===== src/rtl/uart_resp_tx.sv =====
// rtl/uart_resp_tx.sv - serialises a latched 24-bit response as back-to-back 8N1 UART frames
// MSB byte first, LSB bit first; define RESP_CHKSUM_EN to append an inverted-sum checksum byte.
module uart_resp_tx #(
   parameter int BAUD_DIV = 2604,
   parameter int CNT_W    = 16
) (
   input  logic        clk,
   input  logic        rst_n,
   input  logic        send_resp,
   input  logic [23:0] resp,
   output logic        TX,
   output logic        busy,
   output logic        resp_sent,
   input  logic        clr_resp_sent
);

   localparam logic [1:0] ST_IDLE = 2'd0;
   localparam logic [1:0] ST_XMIT = 2'd1;
   localparam logic [1:0] ST_NEXT = 2'd2;

   localparam logic [CNT_W-1:0] BAUD_LAST = CNT_W'(BAUD_DIV - 1);
   localparam logic [3:0]       BIT_LAST  = 4'd10;

`ifdef RESP_CHKSUM_EN
   localparam int         HOLD_W   = 32;
   localparam logic [1:0] LAST_IDX = 2'd3;
`else
   localparam int         HOLD_W   = 24;
   localparam logic [1:0] LAST_IDX = 2'd2;
`endif

   logic [1:0]        state_q, state_d;
   logic [HOLD_W-1:0] hold_q, hold_d;
   logic [9:0]        frame_q, frame_d;
   logic [CNT_W-1:0]  baud_q, baud_d;
   logic [3:0]        bit_q, bit_d;
   logic [1:0]        idx_q, idx_d;
   logic              busy_q, busy_d;
   logic              sent_q, sent_d;
   logic [HOLD_W-1:0] load_word;

`ifdef RESP_CHKSUM_EN
   logic [7:0] chk_sum;
   always_comb begin
      chk_sum   = resp[23:16] + resp[15:8] + resp[7:0];
      load_word = {resp, ~chk_sum};
   end
`else
   always_comb begin
      load_word = resp;
   end
`endif

   always_comb begin
      state_d = state_q;
      hold_d  = hold_q;
      frame_d = frame_q;
      baud_d  = baud_q;
      bit_d   = bit_q;
      idx_d   = idx_q;
      busy_d  = busy_q;
      sent_d  = sent_q;

      if (clr_resp_sent) begin
         sent_d = 1'b0;
      end

      case (state_q)
         ST_IDLE: begin
            if (send_resp) begin
               hold_d  = load_word;
               frame_d = {1'b1, load_word[HOLD_W-1 -: 8], 1'b0};
               baud_d  = '0;
               bit_d   = 4'd0;
               idx_d   = 2'd0;
               busy_d  = 1'b1;
               sent_d  = 1'b0;
               state_d = ST_XMIT;
            end
         end

         ST_XMIT: begin
            if (baud_q == BAUD_LAST) begin
               baud_d  = '0;
               frame_d = {1'b1, frame_q[9:1]};
               bit_d   = bit_q + 4'd1;
               if (bit_d == BIT_LAST) begin
                  state_d = ST_NEXT;
               end
            end else begin
               baud_d = baud_q + CNT_W'(1);
            end
         end

         ST_NEXT: begin
            bit_d = 4'd0;
            // The holding register shifts up so the next byte is always at the top.
            if (idx_q != LAST_IDX) begin
               idx_d   = idx_q + 2'd1;
               hold_d  = {hold_q[HOLD_W-9:0], 8'h00};
               frame_d = {1'b1, hold_d[HOLD_W-1 -: 8], 1'b0};
               state_d = ST_XMIT;
            end else begin
               idx_d   = 2'd0;
               busy_d  = 1'b0;
               sent_d  = 1'b1;
               state_d = ST_IDLE;
            end
         end

         default: begin
            state_d = ST_IDLE;
         end
      endcase
   end

   always_ff @(posedge clk or negedge rst_n) begin
      if (!rst_n) begin
         state_q <= ST_IDLE;
         hold_q  <= '0;
         frame_q <= 10'h3FF;
         baud_q  <= '0;
         bit_q   <= 4'd0;
         idx_q   <= 2'd0;
         busy_q  <= 1'b0;
         sent_q  <= 1'b0;
      end else begin
         state_q <= state_d;
         hold_q  <= hold_d;
         frame_q <= frame_d;
         baud_q  <= baud_d;
         bit_q   <= bit_d;
         idx_q   <= idx_d;
         busy_q  <= busy_d;
         sent_q  <= sent_d;
      end
   end

   assign TX        = frame_q[0];
   assign busy      = busy_q;
   assign resp_sent = sent_q;

endmodule

===== config.mk =====
export PLATFORM = sky130hd
export DESIGN_NAME = uart_resp_tx
export DESIGN_NICKNAME = d
export VERILOG_FILES = /design/src/rtl/uart_resp_tx.sv
export SDC_FILE = /design/constraint.sdc
export NUM_CORES = 1
export LEC_CHECK = 0
export BUFFER_PORTS_ARGS = -buffer_cell sky130_fd_sc_hd__buf_2
export CAP_MARGIN = 20
export CELL_PAD_IN_SITES_DETAIL_PLACEMENT = 1
export CELL_PAD_IN_SITES_GLOBAL_PLACEMENT = 2
export CORE_MARGIN = 5
export CORE_UTILIZATION = 40
export DETAILED_ROUTE_END_ITERATION = 8
export GPL_ROUTABILITY_DRIVEN = 1
export PLACE_DENSITY = 0.82
export SLEW_MARGIN = 20
export SYNTH_ARGS = -nofsm -noshare
export SYNTH_HDL_FRONTEND = slang
export SYNTH_SLANG_ARGS = --single-unit

===== constraint.sdc =====
create_clock -name clk -period 4.56 [get_ports clk]
set_input_delay 0.684 -clock clk [delete_from_list [all_inputs] [get_ports clk]]
set_output_delay 0.684 -clock clk [all_outputs]
set_load 0.02 [all_outputs]

== Word level (Yosys, flattened, before mapping) ==
Index checks and enable logic that the tools add are counted.

* Bits of input ports: 28
* Bits in latches: 0
* Memories kept: 0
* Output and inout bits: 3
* Bits in registers: 52
* Memory bits (read-only): 0
* Logic and storage cells: 60
* Memory bits (writable): 0

* Bitwise gates (word level): 0
* Div/mod/pow operators: 0
* Reductions and logical operators: 11
* Shift operators: 0
* Multipliers: 0
* Muxes and demuxes: 28
* Order comparisons: 0
* Add/subtract/negate cells: 3
* Eq/ne operators: 10

{| class="wikitable"
|+ Operators by type and width
! operator !! number
|-
| 16-bit two-way mux || 4
|-
| 16-bit one-hot mux with 2 select lines || 2
|-
| 10-bit two-way mux || 3
|-
| 10-bit one-hot mux with 3 select lines || 1
|-
| 16-bit by 1-bit adder with 16-bit output, second input constant || 1
|-
| 16-bit by 12-bit == test with 1-bit output, second input constant || 1
|-
| 2-bit != test, second input constant || 6
|-
| 4-bit one-hot mux with 3 select lines || 1
|-
| 3-bit AND reduction || 4
|-
| 2-bit two-way mux || 5
|-
| 4-bit two-way mux || 2
|-
| 1-bit two-way mux || 6
|-
| 2-bit one-hot mux with 3 select lines || 1
|-
| 4-bit by 1-bit adder with 4-bit output, second input constant || 1
|-
| 4-bit == test, second input constant || 1
|-
| 1-bit one-hot mux with 2 select lines || 2
|-
| 2-bit one-hot mux with 2 select lines || 1
|-
| 2-bit AND reduction || 2
|-
| 4-bit AND reduction || 1
|-
| 2-bit nonzero test || 2
|-
| 3-bit nonzero test || 1
|-
| 2-bit by 1-bit adder with 2-bit output, second input constant || 1
|-
| 2-bit by 1-bit == test with 1-bit output, second input constant || 1
|-
| 2-bit == test, second input constant || 1
|-
| 2-bit logical NOT || 1
|}

== Depth between registers and ports, before layout ==
Gate-level depths: netlist of the first run.

* Depth in word-level cells: 5
* Mapped depth: 9
* Mapped depth without buffers: 6

== Least setup slack after synthesis of the first run ==
Ideal clock, no wire load.

* Path kind: register -> register
* Start point: register baud_q[8]
* End point: register bit_q[0]
* Path buffers: 1
* Path slack: 2.432 ns
* Stages on the path, launching flop included: 6
* Period minus slack after synthesis: 2.128 ns
* Required time: 4.435 ns
* Setup time: 0.125 ns
* Data arrival time: 2.004 ns
* Cells stage by stage: dfrtp_1 buf_6 or4_4 o41ai_4 nand2_1 mux2_2

* Longest elaborated chain between the ends: 3

{| class="wikitable"
|+ RTL lines
! what !! RTL line !! source
|-
| start: declaration || 35 || <nowiki>logic [CNT_W-1:0] baud_q, baud_d;</nowiki>
|-
| start signal: assignment || 131 || <nowiki>baud_q <= baud_d;</nowiki>
|-
| 16-bit by 12-bit == test with 1-bit output || 83 || <nowiki>if (baud_q == BAUD_LAST) begin</nowiki>
|-
| 2-bit != test (no line) || - ||
|-
| 3-bit AND reduction (no line) || - ||
|-
| end signal: assignment || 132 || <nowiki>bit_q <= bit_d;</nowiki>
|-
| end: declaration || 36 || <nowiki>logic [3:0] bit_q, bit_d;</nowiki>
|}

Every way passes these cells.
A chain may end at the register's enable or synchronous reset.

== Worst setup path after layout of the first run ==
* Start point: register state_q[1]
* End point: register baud_q[13]

* Longest elaborated chain between the ends: 3
* Elaborated cells between the ends (all ways): 6
* Classes of those cells: eq/ne: 2; mux: 1; reduce/logical: 3

{| class="wikitable"
|+ RTL lines
! what !! RTL line !! source
|-
| start: declaration || 32 || <nowiki>logic [1:0] state_q, state_d;</nowiki>
|-
| start signal: assignment || 128 || <nowiki>state_q <= state_d;</nowiki>
|-
| 2-bit by 1-bit == test with 1-bit output / 2-bit logical NOT (equally long branches) || 68 || <nowiki>case (state_q)</nowiki>
|-
| 2-bit nonzero test (no line) / 2-bit != test (equally long branches) || - ||
|-
| 2-bit AND reduction (no line) || - ||
|}

Several ways; a longest one is shown, not always the timed one.

==> metrics, run 1 <==
via count ~2300; Pwr Total ~1.6 mW; #FFs+latches synth just over 50; slowest stage delay, CP roughly 0.67 ns; Cell Chain, Critical Path inv_1, ha_1, inv_1, o21ai_0, nand2_1, o31ai_1; Cell Pwr Density 503.8 nW/um2; register area share after synthesis 44.11%; Critical Path End Type flop; period utilisation layout 61.54%; Fmax ~360 MHz; Max-slew headroom about half; DRC 0; Max Slew Vio Count 0; H-tree Lvls 2; Hold Vio Cnt, Final 0; syn_nets about 330; status completed; Clock Latency Late Sink 0.31 ns; Worst Reg-to-Reg Cells 6; unrepaired setup endpoints after global routing no; Crit Path Category reg2reg; Final setup viols 0; Post-Route Setup TNS 0 ns; Netlist Area Pre-Place 2919 um2; post-detail-place hpwl about 5100 um; Synth Warn # 0; Die X-Extent ~95 um; most common cell after layout, fill and taps aside dfrtp_1; clock root cell clkbuf_8; CTS resizes 0; Clock Tree Buf Depth 2; clock skew 0.008401 ns; predominant post-synthesis flop cell dfrtp_1; share of cells above drive strength 1 23.05%; Worst EP required 4.78 ns; # IOs 31; ANT nets after route 0; cell count after synthesis 297; gr usage total 17.64%; Rows 31; leading cell types in the layout, fill and taps excluded 42 x dfrtp_1, 30 x buf_2, 24 x nand2_1, 24 x o21ai_0, 19 x nor2_1; postcts setup bufs 0; final instance area 3216 um2; vias per inst 5.588; Worst path top cell family by delay compound AO/OA/AOI/OAI gates; initial drt markers 55; Worst R2R Setup Slack 1.75 ns; final RePlAce weighted congestion 0.8025; core box area 7176 um2; terminus of the critical flop-to-flop path baud_q[13]$_DFFE_PN0P_; Worst EP arrival 3.03 ns; CP max FO 18; global route overflow 0; worst-margin pin slew 0.7753 ns; Mean Syn Cell Area 9.828 um2; Max VDD drop 242.2 uV; largest net degree at the start of global routing 52; vias in the first global route 2607; FFs w/ async S/R, synth 100.0%; first-pass GRT wire length 12540 um; # hold bufs at CTS 0; Period minus WS final about 2.8 ns; CP max stage cell o21ai_0; CTS tree done; drt total wl 7202 um; wire length per cell 17.15 um; initial antenna violation count 0; Max Cap Viol 0; diode count 0; clk sinks 51; nets@finish between 300 and 400; crit start category flop; Worst-path clk slew 0.10 ns; area delta synth->final 10.16%; starting density of the core roughly two fifths; Die Y ~95 um; CTS Buf Count 5; Crit Reg-Reg Startpoint state_q[1]$_DFFE_PN0P_; Worst Path Buf+Inv 2; worst min path class in2async; DIE AREA 9106 um2; DP Area 3117 um2; Leakage 1.378 nW; DRT Pass-1 Iters 4; cell mode on critical path inv_1; EDFF count, synth 0; IO Port Bufs 30; post-synth cell types 54
## metrics by stage
step / setup slack (ns) / util (%) / cells / hold slack, ns
6_report: 1.754 / 44.81 / 420 / 0.4546
3_5_place_dp: 1.773 / 43.44 / 412 / 0.4755
3_3_place_gp: 1.898 / 43.44 / 412 / 0.4768
4_1_cts: 1.721 / 44.81 / 420 / 0.5017
5_1_grt: 1.506 / 44.81 / 420 / 0.5424
2_1_floorplan: 2.432 / - / 297 / 0.3884
## flip-flops by register name, summed over array words and instances (netlist names)
register   cells
baud_q        16
bit_q          4
busy           1
frame_q        9
hold_q        16
idx_q          2
resp_sent      1
state_q        2
## synth_stat cells, types with 4 or more instances
cell | count | area share (%)
inv_1 | 13 | 1.7
a21oi_1 | 18 | 3.1
o311ai_0 | 4 | 1.2
nand2_1 | 24 | 3.1
nand2b_1 | 5 | 1.1
a22oi_1 | 7 | 1.8
nand4_1 | 7 | 1.5
ha_1 | 8 | 3.4
nor4_1 | 4 | 0.86
o21ai_0 | 24 | 4.1
nand3_1 | 11 | 1.9
mux2i_1 | 11 | 3.8
dfrtp_1 | 42 | 36
o211ai_1 | 4 | 1.0
and3_1 | 4 | 0.86
dfstp_2 | 9 | 8.1
or4_2 | 4 | 1.2
a22o_1 | 11 | 3.3
nor2_1 | 19 | 2.4
clkbuf_1 | 11 | 1.4
mux2_2 | 11 | 4.2
## logic make-up after synthesis
group | synth area share (%)
AND/OR/NAND/NOR | 19.97
AO/OA/AOI/OAI | 19.16
flip-flops | 44.11
buffers and inverters | 5.315
multiplexers | 8.016
adder cells (fa/ha/maj) | 3.429
## routing by layer
layer  share of wire, %  vias to the layer above  wire, um  global-route usage (%)
met5                  0                        -         0                       0
met4                1.2                        0        87                   4.976
met3                2.9                        5       212                   2.684
met2                 47                       34      3388                   29.80
met1                 49                     1167      3514                   23.49
li1                   -                     1141         -                       -
## worst register-to-register path: stages, from the launching register on
cell and delay, ns:
dfrtp_1 0.44, inv_1 0.10, ha_1 0.66, inv_1 0.29
o21ai_0 0.67, nand2_1 0.27, o31ai_1 0.29
## where the power goes
| part | internal [mW] | switching [mW] | total [mW] | leakage (nW) |
|---|---|---|---|---|
| Clock | 0.124 | 0.163 | 0.288 | 0.0474 |
| Combinational | 0.251 | 0.368 | 0.619 | 0.684 |
| Sequential | 0.615 | 0.0986 | 0.713 | 0.646 |
| Total | 0.990 | 0.630 | 1.62 | 1.38 |
## layout make-up
class / instances / area, um2
flip-flops and latches: 51 / 1287
clock inverters: 2 / 16.27
inverters: 13 / 48.80
well taps: 99 / 123.9
multi-input cells: 215 / 1476
repair buffers: 34 / 180.2
fillers: 842 / 3960
clock buffers: 6 / 82.58
## worst max-delay path by stage
stage                                      start                endpoint  slack (ns)  cells past startpoint
final                     state_q[1]$_DFFE_PN0P_  baud_q[13]$_DFFE_PN0P_        1.75                      6
after global routing      state_q[1]$_DFFE_PN0P_  baud_q[13]$_DFFE_PN0P_        1.51                      6
after CTS                 state_q[1]$_DFFE_PN0P_  baud_q[13]$_DFFE_PN0P_        1.72                      6
after detailed placement  state_q[1]$_DFFE_PN0P_  baud_q[13]$_DFFE_PN0P_        1.77                      6
after global placement    state_q[1]$_DFFE_PN0P_  baud_q[13]$_DFFE_PN0P_        1.90                      6
after floorplan            baud_q[8]$_DFFE_PN0P_    bit_q[0]$_DFFE_PN0P_        2.43                      5
(Power assumes the default switching activity.)
==> inputs of run 2 (changes only) <==
--- a/config.mk
+++ b/config.mk
@@ -10,10 +10,10 @@
 export CELL_PAD_IN_SITES_DETAIL_PLACEMENT = 1
 export CELL_PAD_IN_SITES_GLOBAL_PLACEMENT = 2
 export CORE_MARGIN = 5
-export CORE_UTILIZATION = 40
+export CORE_UTILIZATION = 34
 export DETAILED_ROUTE_END_ITERATION = 8
 export GPL_ROUTABILITY_DRIVEN = 1
-export PLACE_DENSITY = 0.82
+export PLACE_DENSITY = 0.74
 export SLEW_MARGIN = 20
 export SYNTH_ARGS = -nofsm -noshare
 export SYNTH_HDL_FRONTEND = slang
==> constraint.sdc (replaced) <==
create_clock -name clk -period 2.25 [get_ports clk]
set_input_delay 0.3375 -clock clk [delete_from_list [all_inputs] [get_ports clk]]
set_output_delay 0.3375 -clock clk [all_outputs]
set_load 0.02 [all_outputs]
==> metrics, run 2 (same netlist as run 1, synthesis figures left out) <==
status completed; period utilisation layout 93.12% (+32 points); Worst EP arrival 2.33 ns (-0.70 ns); first-pass GRT wire length 13310 um (+6.2%); Max Slew Vio Count 0 (unchanged); Worst Path Buf+Inv 1 (-1); area delta synth->final 17.70%; crit start category flop; DRC 0 (unchanged); Regs by FF count baud_q: 16 flops, hold_q: 16 flops, frame_q: 9 flops; Place WS 0.1464 ns (-1.627 ns); Rows 33 (+6.5%); nets@finish 383 (+7.6%); CTS tree done; Pwr Total 3.516 mW (+120%); Worst EP required 2.49 ns (-2.29 ns); Worst path top cell family by delay simple AND/OR/NAND/NOR gates; Max VDD drop 412.8 uV (+70%); share of cells above drive strength 1 29.11% (+6.1 points); global route overflow 0 (unchanged); Crit Path Category reg2reg; leading cell types in the layout, fill and taps excluded 42 x dfrtp_1, 31 x buf_4, 30 x buf_2; IO Port Bufs 30 (unchanged); wire length per cell 17.09 um (-0.34%); most common cell after layout, fill and taps aside dfrtp_1; Cell Chain, Critical Path or4bb_1, o41ai_4, buf_4, nand3_4, mux2_2; core box area 8299 um2 (+16%); setup ws final 0.1549 ns (-1.599 ns); CTS Buf Count 5 (unchanged); DRT Pass-1 Iters 6 (+2); # IOs 31 (unchanged); Cell Pwr Density 1023 nW/um2 (+100%); Final setup viols 0 (unchanged); H-tree Lvls 2 (unchanged); diode count 0 (unchanged); Clock Latency Late Sink 0.31 ns (about the same); Clock Tree Buf Depth 2 (unchanged); vias per inst 5.465 (-2.2%); Fmax 477.3 MHz (+34%); DIE AREA 10540 um2 (+16%); CP max FO 8 (-10); Max Cap Viol 0 (unchanged); postcts setup bufs 0 (unchanged); ANT nets after route 0 (unchanged); worst min path class in2async; final RePlAce weighted congestion 0.8728 (+8.8%); worst-margin pin slew 0.6759 ns (-0.09941 ns); largest net degree at the start of global routing 52 (unchanged); slowest stage delay, CP 0.57 ns (-0.10 ns); via count 2470 (+5.2%); clock root cell clkbuf_8; Die Y 102.7 um (+7.6%); initial antenna violation count 0 (unchanged); Leakage 1.521 nW (+10%); Die X-Extent 102.7 um (+7.6%); CP max stage cell or4bb_1; Critical Path End Type flop; initial drt markers 131 (+140%); Worst-path clk slew 0.10 ns (about the same); Post-Route Setup TNS 0 ns (unchanged); clock skew 0.007550 ns (-0.0008511 ns); starting density of the core 35.17% (-5.5 points); Max-slew headroom 54.94% (+6.8 points); drt total wl 7724 um (+7.2%); gr usage total 15.92% (-1.7 points); Hold Vio Cnt, Final 0 (unchanged); # hold bufs at CTS 0 (unchanged); clk sinks 51 (unchanged); vias in the first global route 2648 (+1.6%); CTS resizes 0 (unchanged); Period minus WS final 2.095 ns (-0.7113 ns); post-detail-place hpwl 5824 um (+14%)
-- run 2: changes by cell type in the layout (fill, tap and decap cells not counted), sizes merged --
cell,before,now
buf,34,61
clkbuf,6,5
bufinv,0,1
clkinv,1,0
-- run 2: final timing paths --
kind | cells after the start | from | slack (ns) | end
worst max-delay path | 5 | baud_q[13]$_DFFE_PN0P_ | 0.15 | frame_q[5]$_DFFE_PN1P_
worst min-delay path | 2 | rst_n | 0.13 | idx_q[1]$_DFFE_PN0P_
max in group asynchronous | 2 | rst_n | 1.65 | baud_q[15]$_DFFE_PN0P_
worst min register to register | 2 | hold_q[8]$_DFFE_PN0P_ | 0.49 | hold_q[8]$_DFFE_PN0P_
worst max register to register | 5 | baud_q[13]$_DFFE_PN0P_ | 0.15 | frame_q[5]$_DFFE_PN1P_
min in group clk | 2 | resp[4] | 0.25 | hold_q[4]$_DFFE_PN0P_
-- run 2: routing by layer --
layer	up-vias	wire, um	track usage, %	part of all wire (%)
met4	0	85	3.935	1.1
met2	26	3790	26.61	49
met5	-	0	0	0
met3	7	164	2.706	2.1
met1	1237	3684	21.46	48
li1	1200	-	-	-
-- run 2: metrics by stage --
| step | hold WS, ns | instances | area, um2 | utilization [%] |
|---|---|---|---|---|
| finish | 0.1345 | 452 | 3436 | 41.40 |
| global route | 0.2000 | 452 | 3436 | 41.40 |
| global placement | 0.4775 | 445 | 3327 | 40.09 |
| detailed placement | 0.4795 | 445 | 3327 | 40.09 |
| floorplan | 0.04191 | 297 | 2919 | - |
| CTS | 0.1730 | 452 | 3433 | 41.37 |
-- run 2: cell type report --
cell class                 instances  area, um2
inverter                          13      48.80
multi-input combinational        215       1479
tap                              105      131.4
sequential                        51       1287
timing repair buffer              61      382.9
clock buffer                       5      68.82
fill                             981       4863
clock inverter                     2      37.54
-- run 2: where the power goes --
| group | switching [mW] | leakage, nW | internal (mW) |
|---|---|---|---|
| Combinational | 0.788 | 0.825 | 0.645 |
| Clock | 0.323 | 0.0502 | 0.326 |
| Sequential | 0.188 | 0.646 | 1.25 |
| Total | 1.30 | 1.52 | 2.22 |
==> inputs of run 3 (changes only) <==
--- a/config.mk
+++ b/config.mk
@@ -14,6 +14,7 @@
 export DETAILED_ROUTE_END_ITERATION = 8
 export GPL_ROUTABILITY_DRIVEN = 1
 export PLACE_DENSITY = 0.74
+export RECOVER_POWER = 50
 export SLEW_MARGIN = 20
 export SYNTH_ARGS = -nofsm -noshare
 export SYNTH_HDL_FRONTEND = slang
==> metrics, run 3 (same netlist as run 1, synthesis figures left out) <==
status completed; H-tree Lvls 2 (unchanged); Final setup viols 0 (unchanged); DP Area 3327 um2 (unchanged); post-detail-place hpwl 5824 um (unchanged); Clock Tree Buf Depth 2 (unchanged); vias per inst 5.465 (unchanged); DIE AREA 10540 um2 (unchanged); via count 2470 (unchanged); Worst EP required 2.49 ns (about the same); drt total wl 7722 um (about the same); WHS Path Cells 2; final RePlAce weighted congestion 0.8728 (unchanged); Rows 33 (unchanged); worst min path class in2reg; # IOs 31 (unchanged); Cell Pwr Density 1024 nW/um2 (about the same); Max VDD drop 412.8 uV (about the same); Max Cap Viol 0 (unchanged); DRT Pass-1 Iters 6 (unchanged); DRC 0 (unchanged); Die X-Extent 102.7 um (unchanged); clk sinks 51 (unchanged); Max-slew headroom 11.90% (-43 points); starting density of the core 35.17% (unchanged); Period minus WS final 2.095 ns (unchanged); vias in the first global route 2648 (unchanged); initial antenna violation count 0 (unchanged); largest net degree at the start of global routing 52 (unchanged); core box area 8299 um2 (unchanged); clock root cell clkbuf_8; wire length per cell 17.08 um (about the same); period utilisation layout 93.12% (unchanged); Clock Latency Late Sink 0.31 ns (about the same); worst-margin pin slew 1.322 ns (+0.6456 ns); Leakage 1.516 nW (-0.33%); gr usage total 15.92% (unchanged); Pwr Total 3.515 mW (about the same); Hold WS 0.2489 ns (+0.1144 ns); Worst Reg-to-Reg Cells 5 (unchanged); initial drt markers 131 (unchanged); final instance area 3432 um2 (-0.11%); Worst EP arrival 2.33 ns (about the same); nets@finish 383 (unchanged); # hold bufs at CTS 0 (unchanged); area delta synth->final 17.57%; CTS Buf Count 5 (unchanged); Fmax 477.3 MHz (unchanged); worst hold endpoint hold_q[4]$_DFFE_PN0P_; Worst R2R Setup Slack 0.15 ns (about the same); crit start category flop; CTS tree done; terminus of the critical flop-to-flop path frame_q[5]$_DFFE_PN1P_; diode count 0 (unchanged); Finished Core Util 41.35% (-0.045 points); Max Slew Vio Count 0 (unchanged); global route overflow 0 (unchanged); Crit Path Category reg2reg; share of cells above drive strength 1 28.82% (-0.29 points); Worst-path clk slew 0.10 ns (about the same); Hold Vio Cnt, Final 0 (unchanged); first-pass GRT wire length 13310 um (unchanged); Die Y 102.7 um (unchanged); Crit Reg-Reg Startpoint baud_q[13]$_DFFE_PN0P_; IO Port Bufs 30 (unchanged); most common cell after layout, fill and taps aside dfrtp_1; CP max FO 8 (unchanged); Critical Path End Type flop; leading cell types in the layout, fill and taps excluded 42 x dfrtp_1, 30 x buf_4, 29 x buf_2; hold_sp resp[4]; Regs by FF count baud_q: 16 flops, hold_q: 16 flops, frame_q: 9 flops; ANT nets after route 0 (unchanged); clock skew 0.007550 ns (unchanged); postcts setup bufs 0 (unchanged); CTS resizes 0 (unchanged)
## run 3: cell types whose count changed in the layout (fill, tap and decap cells not counted)
cell	delta
buf_2	-1
clkbuf_2	+1
clkbuf_1	+1
buf_4	-1
## run 3: through the flow
step                      setup slack (ns)  setup TNS (ns)  cells
after CTS                           0.1251               0    452
final                               0.1549               0    452
after detailed placement            0.1464               0    445
after global routing             -0.004761       -0.004761    452
after floorplan                     0.1217               0    297
after global placement              0.1667               0    445
## run 3: worst max-delay path by stage
stage | slack, ns | start | end
2_1_floorplan | 0.12 | baud_q[8]$_DFFE_PN0P_ | bit_q[0]$_DFFE_PN0P_
3_3_place_gp | 0.17 | state_q[0]$_DFFE_PN0P_ | state_q[0]$_DFFE_PN0P_
3_5_place_dp | 0.15 | state_q[0]$_DFFE_PN0P_ | state_q[0]$_DFFE_PN0P_
4_1_cts | 0.13 | state_q[0]$_DFFE_PN0P_ | state_q[0]$_DFFE_PN0P_
5_1_grt | -0.005 | state_q[0]$_DFFE_PN0P_ | bit_q[3]$_DFFE_PN0P_
6_report | 0.15 | baud_q[13]$_DFFE_PN0P_ | frame_q[5]$_DFFE_PN1P_
## run 3: routing by layer
layer	share of wire (%)	vias up	wire length, um	global-route usage [%]
li1	-	1200	-	-
met1	48	1237	3682	21.46
met2	49	26	3790	26.61
met3	2.1	7	164	2.706
met4	1.1	0	85	3.935
met5	0	-	0	0
## run 3: power by group
group          switching, mW  total [mW]  internal [mW]
combinational          0.788        1.43          0.645
clock                  0.323       0.648          0.326
sequential             0.188        1.43           1.25
total                   1.30        3.52           2.22
## run 3: cell type report
type / count / area (um2)
fillers: 982 / 4867
multi-input cells: 215 / 1479
flip-flops and latches: 51 / 1287
repair buffers: 61 / 379.1
well taps: 105 / 131.4
clock buffers: 5 / 68.82
inverters: 13 / 48.80
clock inverters: 2 / 37.54
## run 3: critical path, cell delays in order, from the launching register on
cell and delay (ns):
dfrtp_1 0.39, or4bb_1 0.57, o41ai_4 0.42, buf_4 0.21, nand3_4 0.13, mux2_2 0.31
